===== src/rtl/seg_scan_driver_pkg.sv =====
// Shared definitions for the segment scan display path.
//   SEG_W_DEF    : default segment word width (matches digit decoder output)
//   MAX_DIGITS   : widest digit-select vector the helper function produces
//   SEG_BLANK    : all-segments-off word
//   scan_state_e : per-slot display phase (BLANK gap, then SHOW)
//   dig_sel_mask : one-hot digit select with output polarity applied
package seg_scan_driver_pkg;

  localparam int SEG_W_DEF  = 9;
  localparam int MAX_DIGITS = 8;

  localparam logic [SEG_W_DEF-1:0] SEG_BLANK = '0;

  typedef enum logic {
    BLANK = 1'b0,
    SHOW  = 1'b1
  } scan_state_e;

  // en=0 yields all digits inactive; callers truncate to their digit count.
  function automatic logic [MAX_DIGITS-1:0] dig_sel_mask(input logic [2:0] idx,
                                                          input logic       en,
                                                          input logic       active_low);
    logic [MAX_DIGITS-1:0] oh;
    oh = en ? (MAX_DIGITS'(1) << idx) : '0;
    return active_low ? ~oh : oh;
  endfunction

endpackage


===== src/rtl/seg_scan_timer.sv =====
// Slot/digit timebase for the scan driver.
//   clk, rst     : clock, synchronous active-high reset
//   idx_o        : digit currently being scanned
//   state_o      : BLANK during the first BLANK_CYC cycles of a slot, else SHOW
//   frame_end_o  : high on the last cycle of the last digit's slot
module seg_scan_timer
  import seg_scan_driver_pkg::*;
#(
  parameter int DIGITS    = 4,
  parameter int SCAN_DIV  = 50000,
  parameter int BLANK_CYC = 500,
  localparam int IW = $clog2(DIGITS),
  localparam int CW = $clog2(SCAN_DIV)
) (
  input  logic          clk,
  input  logic          rst,
  output logic [IW-1:0] idx_o,
  output scan_state_e   state_o,
  output logic          frame_end_o
);

  localparam logic [CW-1:0] CNT_MAX   = CW'(SCAN_DIV - 1);
  localparam logic [CW-1:0] BLANK_END = CW'(BLANK_CYC);
  localparam logic [IW-1:0] IDX_MAX   = IW'(DIGITS - 1);

  logic [CW-1:0] cnt_q, cnt_d;
  logic [IW-1:0] idx_q, idx_d;
  scan_state_e   state_q, state_d;

  // State is decoded from the next count so state_q always agrees with cnt_q.
  always_comb begin
    cnt_d = cnt_q + CW'(1);
    idx_d = idx_q;
    if (cnt_q == CNT_MAX) begin
      cnt_d = '0;
      idx_d = (idx_q == IDX_MAX) ? '0 : idx_q + IW'(1);
    end
    state_d = (cnt_d < BLANK_END) ? BLANK : SHOW;
  end

  always_ff @(posedge clk) begin
    if (rst) begin
      cnt_q   <= '0;
      idx_q   <= '0;
      state_q <= BLANK;
    end else begin
      cnt_q   <= cnt_d;
      idx_q   <= idx_d;
      state_q <= state_d;
    end
  end

  assign idx_o       = idx_q;
  assign state_o     = state_q;
  assign frame_end_o = (idx_q == IDX_MAX) && (cnt_q == CNT_MAX);

endmodule


===== src/rtl/seg_scan_driver.sv =====
// Multiplexed 7-segment display driver with shadow/active double buffer.
//   clk, rst   : clock, synchronous active-high reset
//   wr_en      : write wr_data into shadow entry wr_addr (out-of-range ignored)
//   wr_addr    : shadow entry index
//   wr_data    : segment word, bit set = segment lit
//   commit     : request shadow->active copy at the next frame boundary
//   pending    : commit accepted, copy not yet done
//   seg_out    : registered segment bus
//   dig_sel    : registered one-hot digit enable, polarity per SEL_ACTIVE_LOW
//   frame_done : one-cycle pulse following the last digit's slot
module seg_scan_driver
  import seg_scan_driver_pkg::*;
#(
  parameter int DIGITS         = 4,
  parameter int SEG_W          = SEG_W_DEF,
  parameter int SCAN_DIV       = 50000,
  parameter int BLANK_CYC      = 500,
  parameter bit SEL_ACTIVE_LOW = 1'b1,
  localparam int AW = $clog2(DIGITS)
) (
  input  logic              clk,
  input  logic              rst,
  input  logic              wr_en,
  input  logic [AW-1:0]     wr_addr,
  input  logic [SEG_W-1:0]  wr_data,
  input  logic              commit,
  output logic              pending,
  output logic [SEG_W-1:0]  seg_out,
  output logic [DIGITS-1:0] dig_sel,
  output logic              frame_done
);

  localparam logic [AW:0]        DIG_N    = (AW + 1)'(DIGITS);
  localparam logic [DIGITS-1:0] SEL_IDLE = SEL_ACTIVE_LOW ? '1 : '0;

  logic [AW-1:0] idx;
  scan_state_e   state;
  logic          frame_end;

  seg_scan_timer #(
    .DIGITS   (DIGITS),
    .SCAN_DIV (SCAN_DIV),
    .BLANK_CYC(BLANK_CYC)
  ) u_timer (
    .clk        (clk),
    .rst        (rst),
    .idx_o      (idx),
    .state_o    (state),
    .frame_end_o(frame_end)
  );

  logic [DIGITS-1:0][SEG_W-1:0] shadow_q, shadow_d;
  logic [DIGITS-1:0][SEG_W-1:0] active_q, active_d;
  logic                         pending_q, pending_d;
  logic [SEG_W-1:0]             seg_q, seg_d;
  logic [DIGITS-1:0]            sel_q, sel_d;
  logic                         fdone_q;
  logic                         copy;
  logic                         show;

  always_comb begin
    shadow_d = shadow_q;
    if (wr_en && ({1'b0, wr_addr} < DIG_N))
      shadow_d[wr_addr] = wr_data;

    // Copy from shadow_d so a write landing on the boundary cycle is included.
    // Whole-buffer copy at the boundary keeps every frame self-consistent.
    copy      = frame_end && (pending_q || commit);
    active_d  = copy ? shadow_d : active_q;
    pending_d = copy ? 1'b0 : (commit ? 1'b1 : pending_q);

    show  = (state == SHOW);
    seg_d = show ? active_q[idx] : SEG_W'(SEG_BLANK);
    sel_d = DIGITS'(dig_sel_mask(3'(idx), show, SEL_ACTIVE_LOW));
  end

  always_ff @(posedge clk) begin
    if (rst) begin
      shadow_q  <= '0;
      active_q  <= '0;
      pending_q <= 1'b0;
      seg_q     <= '0;
      sel_q     <= SEL_IDLE;
      fdone_q   <= 1'b0;
    end else begin
      shadow_q  <= shadow_d;
      active_q  <= active_d;
      pending_q <= pending_d;
      seg_q     <= seg_d;
      sel_q     <= sel_d;
      fdone_q   <= frame_end;
    end
  end

  assign pending    = pending_q;
  assign seg_out    = seg_q;
  assign dig_sel    = sel_q;
  assign frame_done = fdone_q;

endmodule


===== config.mk =====
export PLATFORM = sky130hd
export DESIGN_NAME = seg_scan_driver
export DESIGN_NICKNAME = d
export VERILOG_FILES = /design/src/rtl/seg_scan_driver_pkg.sv /design/src/rtl/seg_scan_timer.sv /design/src/rtl/seg_scan_driver.sv
export SDC_FILE = /design/constraint.sdc
export NUM_CORES = 1
export LEC_CHECK = 0
export ABC_CLOCK_PERIOD_IN_PS = 2750
export CORE_ASPECT_RATIO = 1.4
export CORE_MARGIN = 2
export CORE_UTILIZATION = 58
export CTS_CLUSTER_DIAMETER = 30
export CTS_CLUSTER_SIZE = 12
export DETAILED_ROUTE_END_ITERATION = 6
export PLACE_DENSITY = 0.82
export SLEW_MARGIN = 20
export SYNTH_ARGS = -nofsm -noshare
export SYNTH_HDL_FRONTEND = slang
export SYNTH_SLANG_ARGS = --single-unit

===== constraint.sdc =====
create_clock -name clk -period 2.75 [get_ports clk]
set_clock_uncertainty 0.2 [all_clocks]
set_input_delay 0.4125 -clock clk [delete_from_list [all_inputs] [get_ports clk]]
set_output_delay 0.4125 -clock clk [all_outputs]
set_load 0.05 [all_outputs]

==> results of run 1 <==
metal layers:
metal | vias to the layer above | track usage, % | routed length [um]
met5 | - | 0 | 0
met4 | 0 | 12.0 | 189
met3 | 18 | 3.11 | 188
met2 | 43 | 35.7 | 4170
met1 | 1361 | 24.1 | 3380
li1 | 1491 | - | -
stage by stage:
stage	utilization, %	setup slack (ps)	hold WS [ps]	total power, uW
final	67.0	408	216	2700
after global routing	67.0	240	229	2820
after CTS	67.0	393	202	2730
after global placement	64.0	515	247	1730
after floorplan	-	788	233	1690
after detailed placement	64.0	414	261	1740
cell usage after synthesis, types with 3 or more instances:
| cell | number |
|---|---|
| ha_1 | 5 |
| xor2_1 | 8 |
| buf_2 | 5 |
| nand3_1 | 9 |
| nand4_1 | 6 |
| buf_6 | 5 |
| and3_1 | 3 |
| nor2_1 | 96 |
| mux4_2 | 9 |
| nand2_1 | 13 |
| inv_1 | 3 |
| mux2i_1 | 38 |
| a211oi_1 | 3 |
| dfxtp_1 | 106 |
| and2_1 | 11 |
| a211oi_2 | 34 |
| nor3b_1 | 3 |
| xnor2_1 | 6 |
| buf_4 | 6 |
| nor3_1 | 3 |
| buf_1 | 3 |
| clkbuf_2 | 3 |
| nand3b_1 | 3 |
| clkbuf_1 | 11 |
layout make-up:
class	count	area share (%)
clock inverter	7	1.93
timing repair buffer	40	7.72
sequential	106	43.0
inverter	3	0.228
tap	97	2.46
multi-input combinational	278	42.1
clock buffer	9	2.51
worst max-delay path by stage:
stage	start	endpoint	cells past startpoint
2_1_floorplan	u_timer.cnt_q[0]$_SDFF_PP0_	active_q[23]$_SDFFE_PP0P_	9
3_3_place_gp	u_timer.cnt_q[0]$_SDFF_PP0_	active_q[11]$_SDFFE_PP0P_	7
3_5_place_dp	u_timer.cnt_q[0]$_SDFF_PP0_	active_q[16]$_SDFFE_PP0P_	7
4_1_cts	u_timer.cnt_q[0]$_SDFF_PP0_	active_q[16]$_SDFFE_PP0P_	7
5_1_grt	u_timer.cnt_q[0]$_SDFF_PP0_	active_q[10]$_SDFFE_PP0P_	7
6_report	u_timer.cnt_q[0]$_SDFF_PP0_	active_q[16]$_SDFFE_PP0P_	7
state kept, by name (all words and copies together), names as in the netlist:
signal / cells
shadow_q: 36
active_q: 36
seg_out: 9
frame_done: 1
pending: 1
u_timer.idx_o: 2
dig_sel: 4
u_timer.cnt_q: 16
u_timer.state_o: 1
logic make-up (layout without fill, tap and decap cells):
group	count (synthesis)	after routing
AND/OR/NAND/NOR	163	163
flip-flops	106	106
AO/OA/AOI/OAI	49	49
multiplexers	47	47
buffers and inverters	36	59
XOR/XNOR	14	14
adder cells (fa/ha/maj)	5	5
power by group through the flow:
stage | logic (uW) | registers [uW] | clock network [uW]
final | 136 | 1570 | 999
after CTS | 138 | 1570 | 1030
after global routing | 149 | 1570 | 1100
after detailed placement | 138 | 1600 | 0
after floorplan | 86.9 | 1600 | 0
after global placement | 133 | 1600 | 0
worst max-delay path, delay by kind of cell (launching register included):
family | cells | cell delay, ps
fa+ha+maj | 1 | 320
compound gates | 1 | 210
flops | 1 | 390
simple gates | 4 | 830
buf+inv | 1 | 330
==> flow_summary.yaml, run 1 <==
outcome:
  status: "finished clean"
clock_network:
  postCtsSetupRepairBufs: 0
  clock_tree.root_cell: "clkbuf_8"
  clock_path_buffers: 2
  cts_tree: "built"
  ctsHoldBuffers: 0
  clk_pin_slew_ps: 100
  cts_max_level: 3
  clkSinkCount: 106
  cts_buffers: 9
  clk_latency_ps: 370
  cts_resized: 0
place:
  port_buffers: 29
  gp_congestion: 0.897
  hpwl_mm: 5.44
  dpl.cell_count: 524
  dpl_cell_area_um2: 4710
pwr:
  p_sw_share_pct: 23.8
  p_int_uw: 2060
  ir_drop_uv: 298
  seq_power_share_pct: 58.0
  p_sw_uw: 643
  powerDensity_nw_per_um2: 548
  p_clk_share_pct: 37.0
  power_frac_comb_pct: 5.0
  leakage_uw: 0.00184
die:
  core-area_um2: 7360
  fp.dieArea_um2: 8300
  start_util_pct: 59.7
  pin_count: 30
  die_w_um: 77.6
  row_count: 37
  die_h_um: 107
sta:
  period_share_pct: 85.2
  slew_viol_final: 0
  min_period_ps: 2340
  grt_setup_unrepaired: "false"
  max_slew.worst_pin.slew_ps: 746
  setup_tns_ps: 0
  fmax_ghz: 0.427
  finalSetupViolations: 0
  slew_headroom_pct: 50.3
  hold_violations: 0
worst_setup_path:
  worst_ep_arrival_time_ps: 2430
  path_cells: "ha_1 -> and3_1 -> nand3_1 -> and4bb_2 -> buf_12 -> nor2_1 -> a211oi_2"
  r2r_cells: 7
  startpoint_type: "register"
  r2r_start: "u_timer.cnt_q[0]$_SDFF_PP0_"
  r2r-end: "active_q[16]$_SDFFE_PP0P_"
  end_kind: "register"
  crit_type: "reg -> reg"
  rrSetupSlack_ps: 410
  max_stage_delay_ps: 390
  required_ps: 2840
  cpMaxStageDelayCell: "dfxtp_1"
  path_max_fanout: 72
worst_hold_path:
  hold_path.class: "in -> reg"
  hold_depth: 3
  holdPathEnd: "dig_sel[2]$_SDFF_PP1_"
  min-delay-start: "rst"
job:
  max_cap_violations: 0
logic_synthesis:
  synth_top_family_by_area: "simple AND/OR/NAND/NOR gates"
  synthAdderAreaFrac_pct: 1.42
  synth_top_area_share_pct: 48.3
  synth.cell_area_um2: 4400
  syn_area_per_cell_um2: 10.5
  synth_compound_area_share_pct: 12.1
  ys_seq_elements: 106
  synthSimpleGateAreaFrac_pct: 17.5
  yosysWarnings: 0
  synthXorXnorAreaFrac_pct: 2.79
  synthCells: 420
  syn_nets: 440
  synth_flop_cell: "dfxtp_1"
  synth_edf_count: 0
  ys_top_cells_by_area: "dfxtp_1, a211oi_2, mux2i_1"
  async_flop_share_pct: 0
  yosysTopAreaCell: "dfxtp_1"
  ys_seq_area_share_pct: 48.3
  synth.area.mux_share_pct: 13.3
  synth_cell_types: 46
grt:
  antenna_found_initial: 0
  grt_pass1_wl_mm: 13.4
  grt_overflow: 0
  grt_max_degree: 73
  grt_pass1_vias: 2889
  track_usage_pct: 20.7
drt:
  drc: 0
  ant_nets: 0
  vias: 2913
  wl_mm: 7.92
  drtIter0Drc: 144
  viasPerCell: 5.39
  wire_per_inst_um: 14.7
  firstDrtPassIters: 4
cells_and_area:
  area_delta_synth_final_pct: 12.1
  design_area_um2: 4930
  final_common_cell: "dfxtp_1"
  most-common-layout-cells: "dfxtp_1, nor2_1, mux2i_1, a211oi_2, clkdlybuf4s50_1"
  instances_no_fill: 540
  num-fill-cells: 551
  nets: 458
  multi_input_area_um2: 2080
  seqCellArea_um2: 2120
  num_antenna_cells: 0
  drive_above_1_share_pct: 17.4
Note: power is estimated with default switching activity, not from simulation.
==> run 2, diff against run 1 <==
- CELL_PAD_IN_SITES_DETAIL_PLACEMENT: default -> 1
- CELL_PAD_IN_SITES_GLOBAL_PLACEMENT: default -> 2
- CORE_UTILIZATION: 58 -> 38
- GPL_ROUTABILITY_DRIVEN: default -> 0
- PLACE_DENSITY: 0.82 -> 0.81
==> run 2 against run 1 <==
Critical path depth stayed put. Clock power is 32% higher. Cell count is 8.7% higher. Global-route usage is 4.4 points lower. Sequential share of layout area is 1.5 points lower. Via count is 3.6% higher. First-iteration DRC count is 10% lower. Worst setup slack worse by 81 ps. Count of clock-buffer cells in the layout is 3 higher. Final area is 3.5% higher. Hold slack better by 51 ps. Fmax is 3.4% lower.
==> flow_summary.yaml, run 2 (synthesis results as in run 1) <==
clock_network:
  clock_tree.root_cell: "clkbuf_16"
  cts_max_level: 3
  clk_latency_ps: 340
  cts_tree: "built"
  cts_buffers: 9
  clk_pin_slew_ps: 70
  clkSinkCount: 106
  postCtsSetupRepairBufs: 0
  cts_resized: 0
  clock_path_buffers: 2
  ctsHoldBuffers: 0
outcome:
  status: "finished clean"
sta:
  hold_ws_ps: 267
  finalSetupViolations: 0
  slew_headroom_pct: 64.1
  min_period_ps: 2420
  setup_tns_ps: 0
  slew_viol_final: 0
  fmax_ghz: 0.413
  grt_setup_unrepaired: "false"
  hold_violations: 0
  max_slew.worst_pin.slew_ps: 538
  period_share_pct: 88.1
cells_and_area:
  num_antenna_cells: 0
  final_common_cell: "dfxtp_1"
  most-common-layout-cells: "dfxtp_1, nor2_1, mux2i_1, a211oi_2, clkdlybuf4s50_1"
  reg_top3: "active_q: 36 flops, shadow_q: 36 flops, u_timer.cnt_q: 16 flops"
  drive_above_1_share_pct: 17.4
  multi_input_area_um2: 2080
  num-fill-cells: 1261
  final_util_pct: 45.0
  seqCellArea_um2: 2120
  nets: 458
  area_delta_synth_final_pct: 16.0
drt:
  drc: 0
  viasPerCell: 5.14
  ant_nets: 0
  wire_per_inst_um: 16.2
  drtIter0Drc: 129
  firstDrtPassIters: 4
  wl_mm: 9.52
  vias: 3017
worst_setup_path:
  end_kind: "register"
  startpoint_type: "register"
  path_max_fanout: 72
  required_ps: 2800
  crit_type: "reg -> reg"
  worst_ep_arrival_time_ps: 2470
grt:
  grt_max_degree: 73
  track_usage_pct: 16.3
  grt_pass1_vias: 3164
  antenna_found_initial: 0
  grt_overflow: 0
  grt_pass1_wl_mm: 15.7
die:
  fp.dieArea_um2: 12500
  pin_count: 30
  die_h_um: 131
  die_w_um: 94.9
  row_count: 46
  start_util_pct: 38.8
  core-area_um2: 11300
pwr:
  p_int_uw: 2390
  p_clk_share_pct: 43.6
  powerDensity_nw_per_um2: 593
  leakage_uw: 0.00189
  power_frac_comb_pct: 4.7
  p_total_uw: 3030
  p_sw_share_pct: 21.1
  p_sw_uw: 639
  ir_drop_uv: 291
  seq_power_share_pct: 51.7
worst_hold_path:
  hold_path.class: "reg -> reg"
job:
  max_cap_violations: 0
place:
  hpwl_mm: 6.42
  port_buffers: 29
## run 2: cell types whose count changed in the layout (fill, tap and decap cells not counted), sizes merged
cell / before / now
inv: 7 / 3
clkbuf: 9 / 12
clkinv: 2 / 3
## run 2: worst max-delay path: stages, from the launching register on
cell and delay (ps):
dfxtp_1 380, ha_1 320, and3_1 260, nand3_1 110, and4bb_4 370, buf_12 310
nor2_1 70, a211oi_1 240
## run 2: area by class of cell
cell class                      count  share of cell area (%)
Clock inverter                      4                   0.956
Inverter                            3                   0.221
Multi-Input combinational cell    278                    40.7
Sequential cell                   106                    41.6
Timing Repair Buffer               40                    7.75
Clock buffer                       12                    5.22
Tap cell                          144                    3.53
## run 2: path summary, 6_finish.rpt
kind	start	to	slack, ps	cells past startpoint
setup / recovery	u_timer.cnt_q[0]$_SDFF_PP0_	active_q[10]$_SDFFE_PP0P_	330	7
hold / removal	u_timer.cnt_q[0]$_SDFF_PP0_	u_timer.cnt_q[0]$_SDFF_PP0_	270	1
setup reg to reg	u_timer.cnt_q[0]$_SDFF_PP0_	active_q[10]$_SDFFE_PP0P_	330	7
hold reg to reg	u_timer.cnt_q[0]$_SDFF_PP0_	u_timer.cnt_q[0]$_SDFF_PP0_	270	1
## run 2: metal layers
metal | global-route usage [%] | part of all wire, % | vias to the layer above
met2 | 28.4 | 52 | 37
met3 | 3.50 | 2.5 | 11
li1 | - | - | 1490
met5 | 0 | 0 | -
met4 | 5.80 | 1.3 | 0
met1 | 19.3 | 44 | 1479
## run 2: through the flow
step	std cells	instance area (um2)	worst slack (ps)
floorplan	420	4400	788
detailed placement	571	4790	317
global placement	571	4790	443
global route	587	5100	127
finish	587	5100	326
CTS	587	5100	306
## run 2: power by group through the flow
stage	clock [uW]	combinational, uW	sequential (uW)
final	1320	142	1570
after global routing	1430	155	1570
after CTS	1370	145	1570
after detailed placement	0	144	1600
after global placement	0	141	1600
after floorplan	0	86.9	1600
==> run 3, diff against run 2 <==
- CORE_UTILIZATION: 38 -> 30
- CTS_CLUSTER_DIAMETER: 30 -> default
- PLACE_DENSITY: 0.81 -> 0.67
==> run 3 against run 2 <==
Combinational power barely moved. First-iteration DRC count down 43%. Final area increased by 0.76%. Non-clock buffer count increased by 1. Count of clock-buffer cells in the layout shrank 3. Global-route usage is 2.9 points lower. Hold slack got worse by 22 ps. Via count about the same. Register-to-register slack improved by 70 ps. Sequential power hardly changed. Sequential share of layout area fell by 0.31 points. Largest cell class unchanged.
==> flow_summary.yaml, run 3 (synthesis results as in run 1) <==
worst_setup_path:
  end_kind: "register"
  startpoint_type: "register"
  worst_ep_arrival_time_ps: 2420
  r2r_start: "u_timer.cnt_q[0]$_SDFF_PP0_"
  required_ps: 2810
  cp-endpoint: "active_q[11]$_SDFFE_PP0P_"
  rrSetupSlack_ps: 390
  r2r_cells: 7
  path_max_fanout: 72
  crit_type: "reg -> reg"
  r2r-end: "active_q[11]$_SDFFE_PP0P_"
  worstSetupStartpoint: "u_timer.cnt_q[0]$_SDFF_PP0_"
clock_network:
  postCtsSetupRepairBufs: 0
  clk_pin_slew_ps: 70
  clock_tree.root_cell: "clkbuf_16"
  cts_max_level: 3
  clock_path_buffers: 2
  clkSinkCount: 106
  cts_tree: "built"
  clk_latency_ps: 340
  cts_buffers: 9
  ctsHoldBuffers: 0
  cts_resized: 0
sta:
  min_period_ps: 2360
  finalSetupViolations: 0
  slew_headroom_pct: 64.1
  fin_ws_ps: 393
  period_share_pct: 85.7
  fmax_ghz: 0.424
  hold_violations: 0
  grt_setup_unrepaired: "false"
  max_slew.worst_pin.slew_ps: 534
  slew_viol_final: 0
  setup_tns_ps: 0
pwr:
  leakage_uw: 0.00188
  powerDensity_nw_per_um2: 584
  ir_drop_uv: 262
  p_total_uw: 3010
grt:
  grt_max_degree: 73
  track_usage_pct: 13.4
  grt_pass1_vias: 3228
  grt_overflow: 0
  grt_pass1_wl_mm: 16.3
  antenna_found_initial: 0
cells_and_area:
  num_antenna_cells: 0
  instances_no_fill: 633
  area_delta_synth_final_pct: 16.9
  drive_above_1_share_pct: 17.6
  most-common-layout-cells: "dfxtp_1, nor2_1, mux2i_1, a211oi_2, clkdlybuf4s50_1"
  num-fill-cells: 1606
  reg_top3: "active_q: 36 flops, shadow_q: 36 flops, u_timer.cnt_q: 16 flops"
  nets: 459
  final_common_cell: "dfxtp_1"
die:
  die_w_um: 106
  row_count: 52
  start_util_pct: 30.6
  fp.dieArea_um2: 15700
  die_h_um: 147
  pin_count: 30
  core-area_um2: 14400
drt:
  firstDrtPassIters: 4
  wire_per_inst_um: 15.1
  drtIter0Drc: 73
  vias: 3015
  drc: 0
  viasPerCell: 4.76
  ant_nets: 0
  wl_mm: 9.58
place:
  pre_cts_ws_ps: 370
  hpwl_mm: 6.63
  dpl.cell_count: 617
  port_buffers: 29
outcome:
  status: "finished clean"
job:
  max_cap_violations: 0
worst_hold_path:
  hold_path.class: "in -> reg"
[run 3: changes by cell type in the layout (fill, tap and decap cells not counted), sizes merged]
cell / delta
clkbuf: -3
clkinvlp: +1
buf: +1
inv: +2
[run 3: metal layers]
layer / wire length [um] / track usage, % / vias up
li1: - / - / 1496
met1: 4100 / 15.4 / 1473
met2: 5050 / 24.1 / 33
met3: 252 / 3.24 / 13
met4: 178 / 4.67 / 0
met5: 0 / 0 / -
[run 3: cell type report]
class | instances | area (um2) | area share [%]
clock buffers | 9 | 225 | 4.38
clock inverters | 7 | 77.6 | 1.51
inverters | 3 | 11.3 | 0.219
multi-input cells | 278 | 2080 | 40.4
flip-flops and latches | 106 | 2120 | 41.3
well taps | 189 | 236 | 4.60
repair buffers | 41 | 390 | 7.59
[run 3: through the flow]
step / area [um2] / hold slack, ps / util (%)
finish: 5140 / 245 / 35.8
floorplan: 4400 / 233 / -
global route: 5140 / 247 / 35.8
global placement: 4840 / 249 / 33.7
CTS: 5140 / 234 / 35.8
detailed placement: 4840 / 263 / 33.7
[run 3: power by group]
group | internal [uW] | total (uW) | switching (uW) | leakage [uW]
logic | 53.0 | 141 | 88.0 | 0.000877
clock network | 714 | 1300 | 585 | 0.000146
registers | 1560 | 1570 | 9.44 | 0.000857
[run 3: worst min-delay path by stage]
stage                                           start                      endpoint  slack, ps  cells after the start
after floorplan           u_timer.cnt_q[0]$_SDFF_PP0_   u_timer.cnt_q[0]$_SDFF_PP0_        230                      1
final                                             rst  u_timer.cnt_q[10]$_SDFF_PP0_        240                      2
after detailed placement  u_timer.cnt_q[0]$_SDFF_PP0_   u_timer.cnt_q[0]$_SDFF_PP0_        260                      1
after CTS                                         rst  u_timer.cnt_q[10]$_SDFF_PP0_        230                      2
after global routing                              rst  u_timer.cnt_q[11]$_SDFF_PP0_        250                      2
after global placement    u_timer.cnt_q[0]$_SDFF_PP0_   u_timer.cnt_q[0]$_SDFF_PP0_        250                      1
[run 3: critical path, cell delays in order (launching register included)]
cell and delay, ps:
dfxtp_1 380, ha_1 320, and3_1 250, nand3_1 110, and4bb_4 370, buf_12 330, nor2_1 70, a211oi_1 210
